[src/rtl/mem_bus_arbiter.sv]
// Two-master round-robin arbiter for the picorv32 native memory bus.
// Define MEM_BUS_TIMEOUT_EN to enable the per-transaction stall timeout.
module mem_bus_arbiter #(
   parameter int unsigned TIMEOUT_CYCLES = 255,
   parameter logic [31:0] ERR_DATA       = 32'hDEAD_BEEF
) (
   input  logic        clk,
   input  logic        reset,
   input  logic        m0_valid,
   input  logic        m0_instr,
   input  logic [31:0] m0_addr,
   input  logic [31:0] m0_wdata,
   input  logic [3:0]  m0_wstrb,
   output logic        m0_ready,
   output logic [31:0] m0_rdata,
   input  logic        m1_valid,
   input  logic        m1_instr,
   input  logic [31:0] m1_addr,
   input  logic [31:0] m1_wdata,
   input  logic [3:0]  m1_wstrb,
   output logic        m1_ready,
   output logic [31:0] m1_rdata,
   output logic        s_valid,
   output logic        s_instr,
   output logic [31:0] s_addr,
   output logic [31:0] s_wdata,
   output logic [3:0]  s_wstrb,
   input  logic        s_ready,
   input  logic [31:0] s_rdata,
   output logic [1:0]  grant,
   output logic        bus_err
);

   typedef enum logic [1:0] {StIdle = 2'd0, StOwn0 = 2'd1, StOwn1 = 2'd2} state_e;

   state_e state;
   logic   last;
   logic   own0, own1, sel_valid, timeout_hit, done;

   assign own0      = (state == StOwn0);
   assign own1      = (state == StOwn1);
   assign sel_valid = (own0 & m0_valid) | (own1 & m1_valid);

`ifdef MEM_BUS_TIMEOUT_EN
   localparam int unsigned CW = ($clog2(TIMEOUT_CYCLES + 1) > 8) ?
                                $clog2(TIMEOUT_CYCLES + 1) : 8;
   localparam logic [CW-1:0] LIMIT = CW'(TIMEOUT_CYCLES);

   logic [CW-1:0] stall_cnt;

   // Counter is zero on every entry to an owner state since grants always pass through idle.
   always_ff @(posedge clk) begin
      if (reset || state == StIdle) stall_cnt <= '0;
      else if (!s_ready)            stall_cnt <= stall_cnt + 1'b1;
   end

   assign timeout_hit = sel_valid & ~s_ready & (stall_cnt == LIMIT);
`else
   logic unused_timeout_cfg;
   assign unused_timeout_cfg = ^TIMEOUT_CYCLES;
   assign timeout_hit        = 1'b0;
`endif

   // Dropping valid while owning is an abort: back to idle without a ready.
   assign done = (own0 | own1) & (~sel_valid | s_ready | timeout_hit);

   always_ff @(posedge clk) begin
      if (reset) begin
         state <= StIdle;
         last  <= 1'b1;
      end else begin
         unique case (state)
            StIdle: begin
               if (m0_valid && (!m1_valid || last)) state <= StOwn0;
               else if (m1_valid)                   state <= StOwn1;
            end
            StOwn0, StOwn1: begin
               if (done) begin
                  state <= StIdle;
                  last  <= own1;
               end
            end
            default: state <= StIdle;
         endcase
      end
   end

   always_comb begin
      s_valid = sel_valid & ~timeout_hit;
      s_instr = 1'b0;
      s_addr  = '0;
      s_wdata = '0;
      s_wstrb = '0;
      if (own0) begin
         s_instr = m0_instr;
         s_addr  = m0_addr;
         s_wdata = m0_wdata;
         s_wstrb = m0_wstrb;
      end else if (own1) begin
         s_instr = m1_instr;
         s_addr  = m1_addr;
         s_wdata = m1_wdata;
         s_wstrb = m1_wstrb;
      end
   end

   // Ready/rdata are masked during reset so an interrupted transaction never completes.
   assign m0_ready = ~reset & own0 & m0_valid & (s_ready | timeout_hit);
   assign m1_ready = ~reset & own1 & m1_valid & (s_ready | timeout_hit);
   assign m0_rdata = (own0 & ~reset) ? (timeout_hit ? ERR_DATA : s_rdata) : '0;
   assign m1_rdata = (own1 & ~reset) ? (timeout_hit ? ERR_DATA : s_rdata) : '0;
   assign grant    = {own1, own0};
   assign bus_err  = timeout_hit & ~reset;

endmodule

[config.mk]
export PLATFORM = sky130hd
export DESIGN_NAME = mem_bus_arbiter
export DESIGN_NICKNAME = d
export VERILOG_FILES = /design/src/rtl/mem_bus_arbiter.sv
export SDC_FILE = /design/constraint.sdc
export NUM_CORES = 1
export LEC_CHECK = 0
export ABC_CLOCK_PERIOD_IN_PS = 3800
export CAP_MARGIN = 20
export CORE_AREA = 2 2 122 124
export DETAILED_ROUTE_END_ITERATION = 6
export DIE_AREA = 0 0 124 126
export PLACE_DENSITY_LB_ADDON = 0.1
export SYNTH_ARGS = -nofsm -noshare
export SYNTH_HDL_FRONTEND = slang
export SYNTH_SLANG_ARGS = --single-unit
[constraint.sdc]
create_clock -name clk -period 3.8 [get_ports clk]
set_input_delay 0.76 -clock clk [delete_from_list [all_inputs] [get_ports clk]]
set_output_delay 0.76 -clock clk [all_outputs]
set_load 0.02 [all_outputs]
==> impl_metrics.env, run 1 <==
export IMPL_num_rows=44
export IMPL_cts_root_buf="clkbuf_16"
export IMPL_powerDensity_nw_per_um2=227
export IMPL_grt_pass1_vias=2573
export IMPL_syn_num_nets=368
export IMPL_async_reset_ff_frac=0
export IMPL_dpl_hpwl_mm=8.79
export IMPL_crit_start="reset"
export IMPL_synth_area_top_cells="a22o_1 (43%), and2_1 (29%), dfxtp_1 (4.3%)"
export IMPL_num_io_pins=314
export IMPL_start_util=0.0977
export IMPL_chipWidth_um=124
export IMPL_cts_resized=0
export IMPL_crit_required_ps=3040
export IMPL_die_area_sq_um=15600
export IMPL_ys_warn_count=0
export IMPL_p_leak_uw=0.00179
export IMPL_diodes=0
export IMPL_clk_pin_slew_worst_paths_ps=30
export IMPL_routedWlPerCell_um=15.9
export IMPL_synth_edff_count=0
export IMPL_status="finished clean"
export IMPL_drive_gt1_frac=0.0227
export IMPL_multi_input_comb_area_sq_um=1210
export IMPL_track_usage=0.120
export IMPL_fmax_ghz=0.299
export IMPL_core_sq_um=14300
export IMPL_clock_sinks=3
export IMPL_critical_path_class="in -> out"
export IMPL_cap_violations=0
export IMPL_firstDrtPassIters=4
export IMPL_cts_buffers=3
export IMPL_wl_mm=10.6
export IMPL_vias_per_cell=3.93
export IMPL_cp_max_fo=33
export IMPL_endpoint_kind="output pin"
export IMPL_grt_pass1_wl_mm=14.5
export IMPL_cts_root_to_sink_buffers=2
export IMPL_finalSetupTns_ps=0
export IMPL_crit_arrival_ps=2580
export IMPL_cp_start_kind="input port"
export IMPL_htreeDepth=1
export IMPL_insertion_delay_ps=220
export IMPL_yosys_area_top_type="a22o_1"
export IMPL_cts_hold_buf=0
export IMPL_synth_top_area_frac=0.426
export IMPL_drc_errors=0
export IMPL_antenna_found_initial=0
export IMPL_overflow=0
export IMPL_cts_tree="yes"
export IMPL_slew_violations=0
export IMPL_r2r_start="state[1]$_SDFFE_PP0P_"
export IMPL_synth_seq_cells=3
export IMPL_place_congestion=0.795
export IMPL_vdd_drop_max_mv=0.192
export IMPL_grt_max_degree=69
export IMPL_nFillCells=1495
export IMPL_min_path_type="reg -> reg"
export IMPL_yosysSeqAreaShare=0.0429
export IMPL_synth_top_flop_cell="dfxtp_1"
export IMPL_period_needed_ps=3340
export IMPL_area_sequential_sq_um=60.1
export IMPL_final_setup_viol_count=0
export IMPL_fp_dieH_um=126
export IMPL_ant_nets=0
export IMPL_hp_start="state[0]$_SDFFE_PP0P_"
export IMPL_port_buffers=312
export IMPL_dr_first_iter_drc_count=52
export IMPL_ys_types=23
export IMPL_period_share=0.879
export IMPL_syn_avg_cell_area_sq_um=7.36
export IMPL_fin_nets=664
export IMPL_hold_viol_final=0
export IMPL_synthCells=190
export IMPL_hold_slack_ps=503
export IMPL_post_cts_buffers=0
export IMPL_via_count=2627
export IMPL_syn_cell_area_sq_um=1400
export IMPL_final_setup_skew_ps=1.85
export IMPL_areaGrowthSynthToFinish_pct=241
export IMPL_grt_setup_unrepaired="no"
## Yosys cell counts, types with 2 or more instances
cell      instances
clkbuf_1         13
nand2b_1          2
buf_2             6
nor2_1            4
inv_1             3
and2_1           64
ha_1              3
nand2_1           2
a22o_1           68
nor2b_1           4
and3_1            2
buf_4             5
dfxtp_1           3
mux2i_1           2
## registers in the layout (all words and copies together) (netlist names)
signal	cells
state	2
last	1
## worst max-delay path, cell delays in order
cell and delay [ps]:
clkdlybuf4s50_1 530, nor2b_1 160, buf_4 290, and2_1 170, clkdlybuf4s50_1 660
## per-stage QoR
step / cell area, sq um / std cells / utilization / total power [uW] / setup slack [ps]
5_1_grt: 4770 / 669 / 0.333 / 1140 / 337
6_report: 4770 / 669 / 0.333 / 1080 / 460
3_5_place_dp: 4690 / 665 / 0.328 / 923 / 456
2_1_floorplan: 1400 / 190 / - / 437 / 1560
3_3_place_gp: 4690 / 665 / 0.328 / 928 / 449
4_1_cts: 4770 / 669 / 0.333 / 1100 / 458
## area by class of cell
cell class              instances  area share
repair buffers                316       0.666
multi-input cells             159       0.254
well taps                     184      0.0483
clock buffers                   4      0.0165
flip-flops and latches          3      0.0126
inverters                       3     0.00236
## cell families after synthesis
| kind of cell | Yosys count | share of synthesized area |
|---|---|---|
| mux | 3 | 0.0224 |
| compound gates | 73 | 0.464 |
| simple gates | 79 | 0.342 |
| buf+inv | 28 | 0.0993 |
| flops | 3 | 0.0429 |
| other cells | 1 | 0.00268 |
| fa+ha+maj | 3 | 0.0268 |
## cell usage in the layout, fill, tap and decap left out, drive strengths merged, types with 3 or more instances in the layout
cell type	synthesis	routed
dfxtp	3	3
clkdlybuf4s50	0	312
ha	3	3
clkbuf	13	4
nor2	4	4
nor2b	4	4
and2	64	64
buf	12	4
a22o	69	69
inv	3	3
## layer usage
metal	GRT usage	up-vias	share of wire
li1	-	1287	-
met1	0.113	1182	0.33
met2	0.248	154	0.55
met3	0.0412	4	0.12
met4	0.0119	0	0.0038
met5	0	-	0
## power by group
part / internal, uW / switching [uW] / total, uW
sequential: 37.4 / 3.01 / 40.4
clock: 138 / 28.8 / 167
combinational: 490 / 385 / 875
total: 666 / 417 / 1080
## worst paths after layout
| path | slack [ps] | endpoint | cells past startpoint |
|---|---|---|---|
| setup reg to reg | 2030 | state[1]$_SDFFE_PP0P_ | 5 |
| hold reg to reg | 500 | state[0]$_SDFFE_PP0P_ | 2 |
| setup / recovery | 460 | m0_rdata[14] | 5 |
| hold / removal | 500 | state[0]$_SDFFE_PP0P_ | 2 |
Note: power is estimated with default switching activity, not from simulation.
==> inputs of run 2 (changes only) <==
--- a/config.mk
+++ b/config.mk
@@ -5,9 +5,10 @@
 export SDC_FILE = /design/constraint.sdc
 export NUM_CORES = 1
 export LEC_CHECK = 0
-export ABC_CLOCK_PERIOD_IN_PS = 3800
+export ABC_CLOCK_PERIOD_IN_PS = 3100
 export CAP_MARGIN = 20
 export CORE_AREA = 2 2 122 124
+export CTS_BUF_LIST = sky130_fd_sc_hd__clkbuf_16
 export DETAILED_ROUTE_END_ITERATION = 6
 export DIE_AREA = 0 0 124 126
 export PLACE_DENSITY_LB_ADDON = 0.1
==> constraint.sdc (replaced) <==
create_clock -name clk -period 3.1 [get_ports clk]
set_input_delay 0.62 -clock clk [delete_from_list [all_inputs] [get_ports clk]]
set_output_delay 0.62 -clock clk [all_outputs]
set_load 0.02 [all_outputs]
==> run 2 against run 1 <==
Against the previous run: register-to-register slack got worse by 750 ps; sequential share of layout area about the same; combinational power increased by 25%; critical path depth increased by 1; die area unchanged; clock skew about the same; global-route usage increased by 0.19 points; wire length about the same; flip-flop and latch count unchanged; core utilization increased by 0.28 points.
==> impl_metrics.env, run 2 (synthesis gave the netlist of run 1 again) <==
export IMPL_post_cts_buffers=0
export IMPL_r2r_cells=6
export IMPL_top_layer="met4"
export IMPL_num_io_pins=314
export IMPL_endpoint_kind="output pin"
export IMPL_vias_per_cell=3.90
export IMPL_largestRegisters="state (2), last (1)"
export IMPL_dp_cells=667
export IMPL_critical_path_class="reg -> out"
export IMPL_min_path_type="reg -> reg"
export IMPL_grt_max_degree=69
export IMPL_hold_viol_final=0
export IMPL_num_rows=44
export IMPL_grt_pass1_wl_mm=14.7
export IMPL_internal_power_uw=820
export IMPL_fin_cells=671
export IMPL_cts_root_to_sink_buffers=2
export IMPL_track_usage=0.121
export IMPL_reg2reg_to="state[1]$_SDFFE_PP0P_"
export IMPL_firstDrtPassIters=4
export IMPL_drive_gt1_frac=0.0267
export IMPL_diodes=0
export IMPL_dpl_hpwl_mm=8.87
export IMPL_layout_commonest_cell="clkdlybuf4s50_1"
export IMPL_nFillCells=1473
export IMPL_via_count=2619
export IMPL_wl_met1_mm=3.40
export IMPL_wl_mm=10.7
export IMPL_cpLargestDelayFamily="buffers and inverters"
export IMPL_p_clk_frac=0.149
export IMPL_crit_end="s_addr[25]"
export IMPL_hold_slack_ps=507
export IMPL_chipWidth_um=124
export IMPL_largest_reg_flops=2
export IMPL_p_sw_uw=515
export IMPL_fin_nets=666
export IMPL_fp_dieH_um=126
export IMPL_grt_pass1_vias=2602
export IMPL_crit_arrival_ps=2310
export IMPL_p_seq_frac=0.037
export IMPL_finalSetupTns_ps=0
export IMPL_cp_start_kind="flop"
export IMPL_p_leak_uw=0.00181
export IMPL_routedWlPerCell_um=15.9
export IMPL_path_depth=6
export IMPL_insertion_delay_ps=220
export IMPL_fin_util=0.336
export IMPL_cp_buffers_inverters=3
export IMPL_wl_met2_mm=5.88
export IMPL_final_setup_viol_count=0
export IMPL_status="finished clean"
export IMPL_core_sq_um=14300
export IMPL_crit_required_ps=2480
export IMPL_drc_errors=0
export IMPL_cpMaxStageDelayCell="clkdlybuf4s50_1"
export IMPL_cts_root_buf="clkbuf_16"
export IMPL_period_share=0.945
export IMPL_cts_resized=0
export IMPL_overflow=0
export IMPL_multi_input_comb_area_sq_um=1210
export IMPL_r2r_start="state[1]$_SDFFE_PP0P_"
export IMPL_grt_setup_unrepaired="no"
export IMPL_cts_buffers=3
export IMPL_combPwrFrac=0.813
export IMPL_slew_violations=0
export IMPL_vdd_drop_max_mv=0.327
export IMPL_crit_start="state[0]$_SDFFE_PP0P_"
export IMPL_cp_cell_sequence="inv_1 > ha_1 > nor2b_4 > buf_12 > a22o_1 > clkdlybuf4s50_1"
export IMPL_slowest_delay_ps=630
export IMPL_cp_max_fo=68
export IMPL_final_setup_skew_ps=1.51
export IMPL_htreeDepth=1
export IMPL_powerDensity_nw_per_um2=278
export IMPL_ant_nets=0
export IMPL_cap_violations=0
export IMPL_clock_sinks=3
export IMPL_fmax_ghz=0.341
export IMPL_clk_pin_slew_worst_paths_ps=30
export IMPL_r2r_setup_slack_ps=1280
export IMPL_die_area_sq_um=15600
export IMPL_start_util=0.0977
export IMPL_regMostFlops="state"
export IMPL_power_share_switching=0.386
export IMPL_mostFrequentLayoutCells="clkdlybuf4s50_1 (312), a22o_1 (68), and2_1 (64)"
export IMPL_antenna_found_initial=0
export IMPL_area_sequential_sq_um=60.1
export IMPL_period_needed_ps=2930
export IMPL_place_congestion=0.797
export IMPL_dr_first_iter_drc_count=66
export IMPL_port_buffers=312
export IMPL_cts_tree="yes"
export IMPL_cts_hold_buf=0
export IMPL_areaGrowthSynthToFinish_pct=244
export IMPL_met3_length_mm=1.30
run 2: metrics by stage:
step / area, sq um / worst slack [ps] / power (uW)
2_1_floorplan: 1400 / 1000 / 536
3_3_place_gp: 4730 / 156 / 1150
3_5_place_dp: 4730 / 172 / 1150
4_1_cts: 4810 / 138 / 1350
5_1_grt: 4810 / 18.9 / 1420
6_report: 4810 / 171 / 1330
run 2: worst min path at each step:
| stage | cells past startpoint | start | slack [ps] | endpoint |
|---|---|---|---|---|
| 2_1_floorplan | 2 | state[0]$_SDFFE_PP0P_ | 470 | state[0]$_SDFFE_PP0P_ |
| 3_3_place_gp | 2 | last$_SDFFE_PP1P_ | 490 | last$_SDFFE_PP1P_ |
| 3_5_place_dp | 2 | state[0]$_SDFFE_PP0P_ | 500 | state[0]$_SDFFE_PP0P_ |
| 4_1_cts | 2 | state[0]$_SDFFE_PP0P_ | 510 | state[0]$_SDFFE_PP0P_ |
| 5_1_grt | 2 | state[0]$_SDFFE_PP0P_ | 550 | state[0]$_SDFFE_PP0P_ |
| 6_report | 2 | state[0]$_SDFFE_PP0P_ | 510 | state[0]$_SDFFE_PP0P_ |
run 2: power by group through the flow:
stage | clock network [uW] | registers, uW | logic [uW]
6_report | 199 | 49.6 | 1090
5_1_grt | 209 | 50.4 | 1160
4_1_cts | 203 | 49.7 | 1100
3_5_place_dp | 0 | 50.2 | 1100
3_3_place_gp | 0 | 49.9 | 1100
2_1_floorplan | 0 | 49.0 | 487
run 2: cell type report:
type | count | share of cell area
Sequential cell | 3 | 0.0125
Clock buffer | 3 | 0.0156
Inverter | 3 | 0.00234
Timing Repair Buffer | 318 | 0.669
Tap cell | 184 | 0.0479
Multi-Input combinational cell | 159 | 0.252
Clock inverter | 1 | 0.000781
run 2: worst register-to-register path, stage by stage, from the launching register on:
cell	delay (ps)
dfxtp_1	310
inv_1	70
ha_2	220
buf_4	210
a22o_4	270
a32oi_2	270
mux2_1	340
run 2: layer usage:
metal,global-route usage,vias to the layer above
met1,0.114,1168
met5,0,-
met2,0.253,152
li1,-,1293
met3,0.0412,6
met4,0.0132,0
==> inputs of run 3 (changes only) <==
--- a/config.mk
+++ b/config.mk
@@ -11,6 +11,7 @@
 export CTS_BUF_LIST = sky130_fd_sc_hd__clkbuf_16
 export DETAILED_ROUTE_END_ITERATION = 6
 export DIE_AREA = 0 0 124 126
+export GPL_ROUTABILITY_DRIVEN = 0
 export PLACE_DENSITY_LB_ADDON = 0.1
 export SYNTH_ARGS = -nofsm -noshare
 export SYNTH_HDL_FRONTEND = slang
==> results of run 3 <==
No change in the layout: final DEF, timing and power equal those of run 2.
